--- src/rtl/tlb_regfile_pkg.sv ---
// tlb_regfile_pkg -- shared TLB sizing, types and entry field layout.
//
// Packed entry layout (TLB_ENTRY_WIDTH bits):
//   [31:0]  {VPN2[31:13], 5'b0, ASID[7:0]}
//   [63:32] EntryLo0 word, bit 32 holds the combined global bit
//   [95:64] EntryLo1 word, bit 64 holds the same combined global bit
package tlb_regfile_pkg;

    localparam int unsigned TLB_ENTRY_NUM   = 16;
    localparam int unsigned TLB_ENTRY_WIDTH = 96;
    localparam int unsigned TLB_INDEX_WIDTH = 4;

    // Field offsets inside a packed entry
    localparam int unsigned HI_LSB    = 0;
    localparam int unsigned LO0_LSB   = 32;
    localparam int unsigned LO1_LSB   = 64;
    localparam int unsigned G_BIT     = LO0_LSB;
    localparam int unsigned VPN2_MSB  = 31;
    localparam int unsigned VPN2_LSB  = 13;
    localparam int unsigned ASID_MSB  = 7;
    localparam int unsigned ASID_LSB  = 0;

    typedef logic [31:0]                                       Word_t;
    typedef logic [TLB_INDEX_WIDTH-1:0]                        TLB_index_t;
    typedef logic [TLB_ENTRY_WIDTH-1:0]                        TLB_entry_t;
    typedef logic [TLB_ENTRY_NUM-1:0][TLB_ENTRY_WIDTH-1:0]     TLB_entries_t;

    localparam TLB_index_t RANDOM_TOP = TLB_index_t'(TLB_ENTRY_NUM - 1);

    // An entry is global only when both halves are global.
    function automatic TLB_entry_t pack_entry(input Word_t hi, input Word_t lo0, input Word_t lo1);
        logic g;
        g = lo0[0] & lo1[0];
        return {lo1[31:1], g, lo0[31:1], g, hi[31:13], 5'b0, hi[7:0]};
    endfunction

    // Read-back form of an EntryLo word: {6'b0, PFN, C, D, V, G}.
    function automatic Word_t unpack_lo(input Word_t stored);
        return {6'b0, stored[25:0]};
    endfunction

endpackage

--- src/rtl/tlb_regfile_probe_match.sv ---
// tlb_probe_match -- TLBP comparator and priority encoder (combinational).
//
// Ports:
//   entries  in   all packed TLB entries
//   key      in   probe EntryHi {VPN2[31:13], ASID[7:0]}
//   hit      out  at least one entry matches
//   index    out  lowest matching index (0 when no match)
module tlb_probe_match
    import tlb_regfile_pkg::*;
(
    input  TLB_entries_t entries,
    input  Word_t        key,
    output logic         hit,
    output TLB_index_t   index
);

    logic unused_key_bits;
    assign unused_key_bits = ^key[12:8];

    always_comb begin
        hit   = 1'b0;
        index = '0;
        for (int unsigned i = 0; i < TLB_ENTRY_NUM; i++) begin
            if (!hit
                && entries[i][VPN2_MSB:VPN2_LSB] == key[VPN2_MSB:VPN2_LSB]
                && (entries[i][ASID_MSB:ASID_LSB] == key[ASID_MSB:ASID_LSB]
                    || entries[i][G_BIT])) begin
                hit   = 1'b1;
                index = TLB_index_t'(i);
            end
        end
    end

endmodule

--- src/rtl/tlb_regfile.sv ---
// tlb_regfile -- CP0 TLB entry storage with TLBWI/TLBWR/TLBR/TLBP and Random/Wired.
//
// Ports:
//   clk, rst_n                 clock, asynchronous active-low reset
//   we, wr_random, wr_index    write request; target is random_o or wr_index
//   wr_hi, wr_lo0, wr_lo1      EntryHi/EntryLo0/EntryLo1 to write
//   wired_we, wired_i          Wired register update
//   rd_req, rd_index           TLBR request -> rd_valid, rd_hi, rd_lo0, rd_lo1 (1 cycle)
//   probe_req, probe_hi        TLBP request -> probe_valid, probe_miss, probe_index (1 cycle)
//   random_o                   CP0 Random
//   entries_o                  packed entries for translation lookup
//
// Build option: define TLB_WIRED_EN to enable the Wired register; otherwise
// Wired is 0, wired_we is ignored and Random cycles 15..0.
module tlb_regfile
    import tlb_regfile_pkg::*;
(
    input  logic         clk,
    input  logic         rst_n,
    input  logic         we,
    input  logic         wr_random,
    input  TLB_index_t   wr_index,
    input  Word_t        wr_hi,
    input  Word_t        wr_lo0,
    input  Word_t        wr_lo1,
    input  logic         wired_we,
    input  TLB_index_t   wired_i,
    input  logic         rd_req,
    input  TLB_index_t   rd_index,
    output logic         rd_valid,
    output Word_t        rd_hi,
    output Word_t        rd_lo0,
    output Word_t        rd_lo1,
    input  logic         probe_req,
    input  Word_t        probe_hi,
    output logic         probe_valid,
    output logic         probe_miss,
    output TLB_index_t   probe_index,
    output TLB_index_t   random_o,
    output TLB_entries_t entries_o
);

    TLB_entries_t entries_q;
    TLB_index_t   random_q;
    TLB_index_t   wired_q;
    logic         wired_load;
    TLB_index_t   wr_target;
    logic         match_hit;
    TLB_index_t   match_index;

`ifdef TLB_WIRED_EN
    assign wired_load = wired_we;

    always_ff @(posedge clk or negedge rst_n) begin
        if (!rst_n)
            wired_q <= '0;
        else if (wired_we)
            wired_q <= wired_i;
    end
`else
    logic unused_wired;
    assign unused_wired = wired_we ^ (^wired_i);
    assign wired_load   = 1'b0;
    assign wired_q      = '0;
`endif

    // Random reloads to the top when it reaches Wired, so with Wired = 15 it holds.
    always_ff @(posedge clk or negedge rst_n) begin
        if (!rst_n)
            random_q <= RANDOM_TOP;
        else if (wired_load || random_q == wired_q)
            random_q <= RANDOM_TOP;
        else
            random_q <= random_q - TLB_index_t'(1);
    end

    // TLBWR uses the Random value of the request cycle, before it advances.
    assign wr_target = wr_random ? random_q : wr_index;

    always_ff @(posedge clk or negedge rst_n) begin
        if (!rst_n)
            entries_q <= '0;
        else if (we)
            entries_q[wr_target] <= pack_entry(wr_hi, wr_lo0, wr_lo1);
    end

    // Reads and probes sample entries_q before this edge's write lands.
    always_ff @(posedge clk or negedge rst_n) begin
        if (!rst_n) begin
            rd_valid <= 1'b0;
            rd_hi    <= '0;
            rd_lo0   <= '0;
            rd_lo1   <= '0;
        end else begin
            rd_valid <= rd_req;
            if (rd_req) begin
                rd_hi  <= entries_q[rd_index][LO0_LSB-1:HI_LSB];
                rd_lo0 <= unpack_lo(entries_q[rd_index][LO1_LSB-1:LO0_LSB]);
                rd_lo1 <= unpack_lo(entries_q[rd_index][TLB_ENTRY_WIDTH-1:LO1_LSB]);
            end
        end
    end

    tlb_probe_match u_probe_match (
        .entries (entries_q),
        .key     (probe_hi),
        .hit     (match_hit),
        .index   (match_index)
    );

    always_ff @(posedge clk or negedge rst_n) begin
        if (!rst_n) begin
            probe_valid <= 1'b0;
            probe_miss  <= 1'b0;
            probe_index <= '0;
        end else begin
            probe_valid <= probe_req;
            if (probe_req) begin
                probe_miss  <= ~match_hit;
                probe_index <= match_hit ? match_index : '0;
            end
        end
    end

    assign random_o  = random_q;
    assign entries_o = entries_q;

endmodule

--- config.mk ---
export PLATFORM = sky130hd
export DESIGN_NAME = tlb_regfile
export DESIGN_NICKNAME = d
export VERILOG_FILES = /design/src/rtl/tlb_regfile_pkg.sv /design/src/rtl/tlb_regfile_probe_match.sv /design/src/rtl/tlb_regfile.sv
export SDC_FILE = /design/constraint.sdc
export NUM_CORES = 2
export LEC_CHECK = 0
export CORE_AREA = 2 2 706 708
export DETAILED_ROUTE_END_ITERATION = 7
export DIE_AREA = 0 0 708 710
export PLACE_DENSITY_LB_ADDON = 0.15
export SYNTH_ARGS = -nofsm -noshare
export SYNTH_HDL_FRONTEND = slang
export SYNTH_SLANG_ARGS = --single-unit
--- constraint.sdc ---
create_clock -name clk -period 3.1 [get_ports clk]
set_input_delay 0.62 -clock clk [delete_from_list [all_inputs] [get_ports clk]]
set_output_delay 0.62 -clock clk [all_outputs]
set_load 0.01 [all_outputs]
Yosys cells after proc, flatten, opt, wreduce, memory -nomap -nowiden
Index checks and enable logic that the tools add are counted.
W data, S select, Z words.
{"block": "classes", "add_sub_neg": 1, "order_cmp": 3, "n_eq_ne": 32, "n_mux": 39, "bitwise_logic": 2, "reduce_logical": 64}
{"op": "$bwmux W1536", "n": 1}
{"op": "$bmux W96 S4", "n": 1}
{"op": "$demux W96 S4", "n": 1}
{"op": "$eq A19 B19 Y1", "n": 16}
{"op": "$eq A8 B8 Y1", "n": 16}
{"op": "$mux W96", "n": 1}
{"op": "$mux W90", "n": 1}
{"op": "$mux W4", "n": 11}
{"op": "$logic_and A1 B1 Y1", "n": 32}
{"op": "$mux W1", "n": 17}
{"op": "$logic_or A1 B1 Y1", "n": 16}
{"op": "$logic_not A1 Y1", "n": 15}
{"op": "$mux W3", "n": 4}
{"op": "$lt A4 B5 Y1 const B", "n": 2}
{"op": "$ge A4 B1 Y1 const B", "n": 1}
{"op": "$logic_not A4 Y1", "n": 1}
{"op": "$mux W2", "n": 2}
{"op": "$sub A4 B1 Y4 const B", "n": 1}
{"op": "$and A1 B1 Y1", "n": 1}
{"op": "$not A1 Y1", "n": 1}
{"block": "totals", "reg_bits": 1631, "inputBits": 147, "output_inout_bits": 1643, "wordCells": 165}

Depth between registers and ports, before layout
{"block": "logic_depth", "ltp_word": 65, "mapped_depth": 10, "ltp_nobuf": 8}

Hierarchy
From an unflattened synthesis, not the netlist that was laid out.
{"block": "hier_totals", "hier_cells": 4816, "area_unflattened_um2": 72635.9}
{"mod": "tlb_regfile", "n_inst": 1, "cells_per_inst": 4141, "area_per_inst_um2": 67155.7}
{"mod": "tlb_probe_match", "n_inst": 1, "cells_per_inst": 675, "area_per_inst_um2": 5480.3}

Worst setup path before layout
OpenSTA, ideal clock, no wires.
{"block": "synth_timing", "kind": "input to register", "start": "in rd_index[0]", "end": "reg rd_hi[31]", "setup_ns": 0.125, "arrival_ns": 2.657, "path_slack_ns": 0.318, "cell_stages": 6, "cell_sequence": "clkbuf_1 clkbuf_1 buf_2 mux4_2 mux4_2 mux2_2"}
{"block": "synth_via", "elab_chain_len": 2}
{"item": "from (decl)", "line_no": "tlb_regfile.sv:29", "rtl": "input TLB_index_t rd_index,"}
{"item": "$bmux W96 S4", "line_no": "tlb_regfile.sv:97", "rtl": "rd_hi <= entries_q[rd_index][LO0_LSB-1:HI_LSB];"}
{"item": "$mux W90"}
{"item": "to (signal assigned)", "line_no": "tlb_regfile.sv:97"}
{"item": "to (decl)", "line_no": "tlb_regfile.sv:31", "rtl": "output Word_t rd_hi,"}
Every way passes these cells. The select of a mux whose other input is x is not followed.
A chain may end at the register's enable or synchronous reset.

Worst setup path after layout
{"block": "layout_timing", "start": "reg entries_q, in the netlist entries_o[1279]", "end": "out entries_o[1279] in the netlist's numbering"}
{"item": "from (decl)", "line_no": "tlb_regfile.sv:43", "rtl": "TLB_entries_t entries_q;"}
{"item": "from (signal, indexed assignment)", "line_no": "tlb_regfile.sv:84", "rtl": "entries_q[wr_target] <= pack_entry(wr_hi, wr_lo0, wr_lo1);"}
{"item": "to (decl)", "line_no": "tlb_regfile.sv:40", "rtl": "output TLB_entries_t entries_o"}
No word-level cell between the ends.

==> flow_summary.json <==
{
  "status": "complete, no violations",
  "reg2reg_from": "entries_o[414]",
  "num_rows": 259,
  "hold_slack_ns": 0.107,
  "overflow": 0,
  "syn_inst": 4644,
  "drv_slew": 0,
  "ys_seq_elements": 1529,
  "path_delay_family": "buffers and inverters",
  "worst_ep_arrival_time_ns": 2.43,
  "async_flop_share_pct": 100,
  "max_cap_viol_count": 0,
  "gp_congestion": 0.909,
  "drtIter0Drc": 3693,
  "power_w": 0.0827,
  "drt_first_pass_iters": 5,
  "crit_type": "reg2out",
  "crit_path_start_kind": "flop",
  "clk_pin_slew_worst_paths_ns": 0.06,
  "fin_crit_ns": 3.05,
  "cts_root_buffer": "clkbuf_16",
  "final_nets": 6909,
  "yosysUniqueCellTypes": 54,
  "power_leakage_nw": 45.2,
  "max_freq_mhz": 328,
  "setup_viol_count_final": 0,
  "drc": 0,
  "syn-cell-area_sq_mm": 0.0722,
  "finClkSkew_ns": 0.0561,
  "die_h_microns": 710,
  "period_share_pct": 98.3,
  "yosysSeqAreaShare_pct": 53.0,
  "antenna_found_initial": 63,
  "fill_cells": 52413,
  "via_per_inst": 3.96,
  "maxSlewHeadroom_pct": 11.1,
  "finalWorstSetupSlack_ns": 0.0533,
  "cpPeakStageDelay_ns": 0.81,
  "ant_nets": 0,
  "rsz0062_at_grt": "false",
  "grt_pass1_wl_microns": 638000,
  "drive_above_1_share_pct": 42.2,
  "die_x_microns": 708,
  "hp-class": "in2reg",
  "vias": 53360,
  "peakVddDrop_mv": 0.430,
  "crit_buf_inv": 1,
  "synthToLayoutAreaGrowth_pct": 51.5,
  "power_density_mw_per_mm2": 757,
  "crit_chain": "clkdlybuf4s50_1",
  "initial_core_util_pct": 14.6,
  "cts_buffer_depth": 4,
  "clk_latency_ns": 0.91,
  "worstHoldStart": "rd_req",
  "synthFlopType": "dfrtp_1",
  "post_drt_wl_per_cell_microns": 37.0,
  "critical-path-slowest-cell": "clkdlybuf4s50_1",
  "crit_start": "entries_o[1279]",
  "post_cts_buffers": 0,
  "worst_pin_slew_ns": 1.33,
  "synth_edf_count": 0,
  "num_io_pins": 1790,
  "critPathCaptureType": "output port",
  "core_sq_mm": 0.495,
  "cts.htree.levels": 4,
  "first_global_vias": 55702,
  "gr-usage-all-layers_pct": 19.2,
  "cts_inserted_buffers": 208,
  "syn_avg_cell_area_sq_um": 15.5,
  "port-buffer-count": 1677,
  "worst-path-max-fanout": 4,
  "ys_warn_count": 0,
  "wl_microns": 499000,
  "hold_viol": 0,
  "clock_sinks": 1529,
  "cts_tree": "built",
  "required_ns": 2.48,
  "dieArea_sq_mm": 0.503,
  "hpwl_microns": 397000,
  "grt_start_max_net_pins": 90,
  "place_ws_ns": -0.940
}
## layout make-up
type,count,area [sq um],area share (%)
diodes,32,80.1,0.0733
clock buffers,319,6250,5.71
clock inverters,58,901,0.824
inverters,8,30.0,0.0275
multi-input cells,2697,31600,29.0
flip-flops and latches,1529,38300,35.0
well taps,6525,8160,7.47
repair buffers,2317,24000,21.9
## where the power goes
part / switching, W / internal, W
Combinational: 0.0128 / 0.0139
Sequential: 0.00619 / 0.0242
Clock: 0.0103 / 0.0153
Total: 0.0293 / 0.0534
## state kept, by name, summed over array words and instances, names as in the netlist
signal,cells
entries_o,1440
rd_hi,27
rd_lo1,26
rd_lo0,25
probe_index,4
random_o,4
probe_miss,1
probe_valid,1
rd_valid,1
## synthesized netlist by cell type, drive strengths merged, types with 16 or more instances
master / count / area (sq um)
o21ai: 21 / 105
a21oi: 18 / 90.1
nor4: 96 / 607
buf: 207 / 1640
nand4: 16 / 100
dfrtp: 1525 / 38200
mux2: 1503 / 16900
xor2: 385 / 3380
clkbuf: 299 / 1120
mux4: 390 / 8780
nand3: 20 / 100
xnor2: 48 / 420
nand2: 39 / 146
## cell usage in the layout (no fill, tap or decap), drive strengths merged, types with 9 or more instances in the layout
cell	count
xor2	385
a21oi	18
clkinv	33
buf	655
clkbuf	320
clkdlybuf4s50	1656
bufinv	18
xnor2	48
mux4	390
nor4	96
or3	9
nand3	20
dfrtp	1525
inv	12
nand2	39
nor2	12
diode	32
mux2	1503
nor3	9
o21ai	21
conb	97
nand4	16
## stage by stage
stage / setup TNS (ns) / cell area [sq um] / util (%) / instances
6_report: 0 / 109000 / 22.1 / 13485
5_1_grt: 0 / 109000 / 22.0 / 13457
4_1_cts: 0 / 109000 / 22.0 / 13453
3_5_place_dp: -14.57 / 102000 / 20.6 / 13075
3_3_place_gp: -11.47 / 102000 / 20.6 / 13075
2_1_floorplan: 0 / 72500 / - / 4740
## worst paths after layout
check | to | slack (ns) | cells past startpoint
max | entries_o[1279] | 0.05 | 1
max in group asynchronous | entries_o[1469] | 1.48 | 4
max reg2reg | probe_index[0] | 0.10 | 9
min reg2reg | random_o[0] | 0.47 | 1
min | rd_valid | 0.11 | 1
min in group asynchronous | rd_lo1[21] | 0.36 | 2
## cell families after synthesis
family	synth area share, %
other	0.00520
flip-flops	53.0
AND/OR/NAND/NOR	1.75
buffers and inverters	3.87
adder cells (fa/ha/maj)	0.0173
AO/OA/AOI/OAI	0.440
multiplexers	35.6
XOR/XNOR	5.27
## what timing repair did
| item | CTS | global route |
|---|---|---|
| gates resized for setup | 8 | 10 |
| cloned | 0 | 0 |
| hold buffers | 1 | 0 |
| endpoints found under the setup margin | 11 | 4 |
| endpoints found under the hold margin | 16 | 0 |
## metal layers
metal	GRT usage (%)	share of wire, %	up-vias	routed length [microns]
li1	-	-	21226	-
met3	5.18	7.2	456	35900
met1	23.5	40	29552	202000
met2	33.2	49	2106	246000
met4	5.04	3.1	20	15300
met5	0	0.025	-	123
No activity file was read; power rests on OpenSTA's default activity.
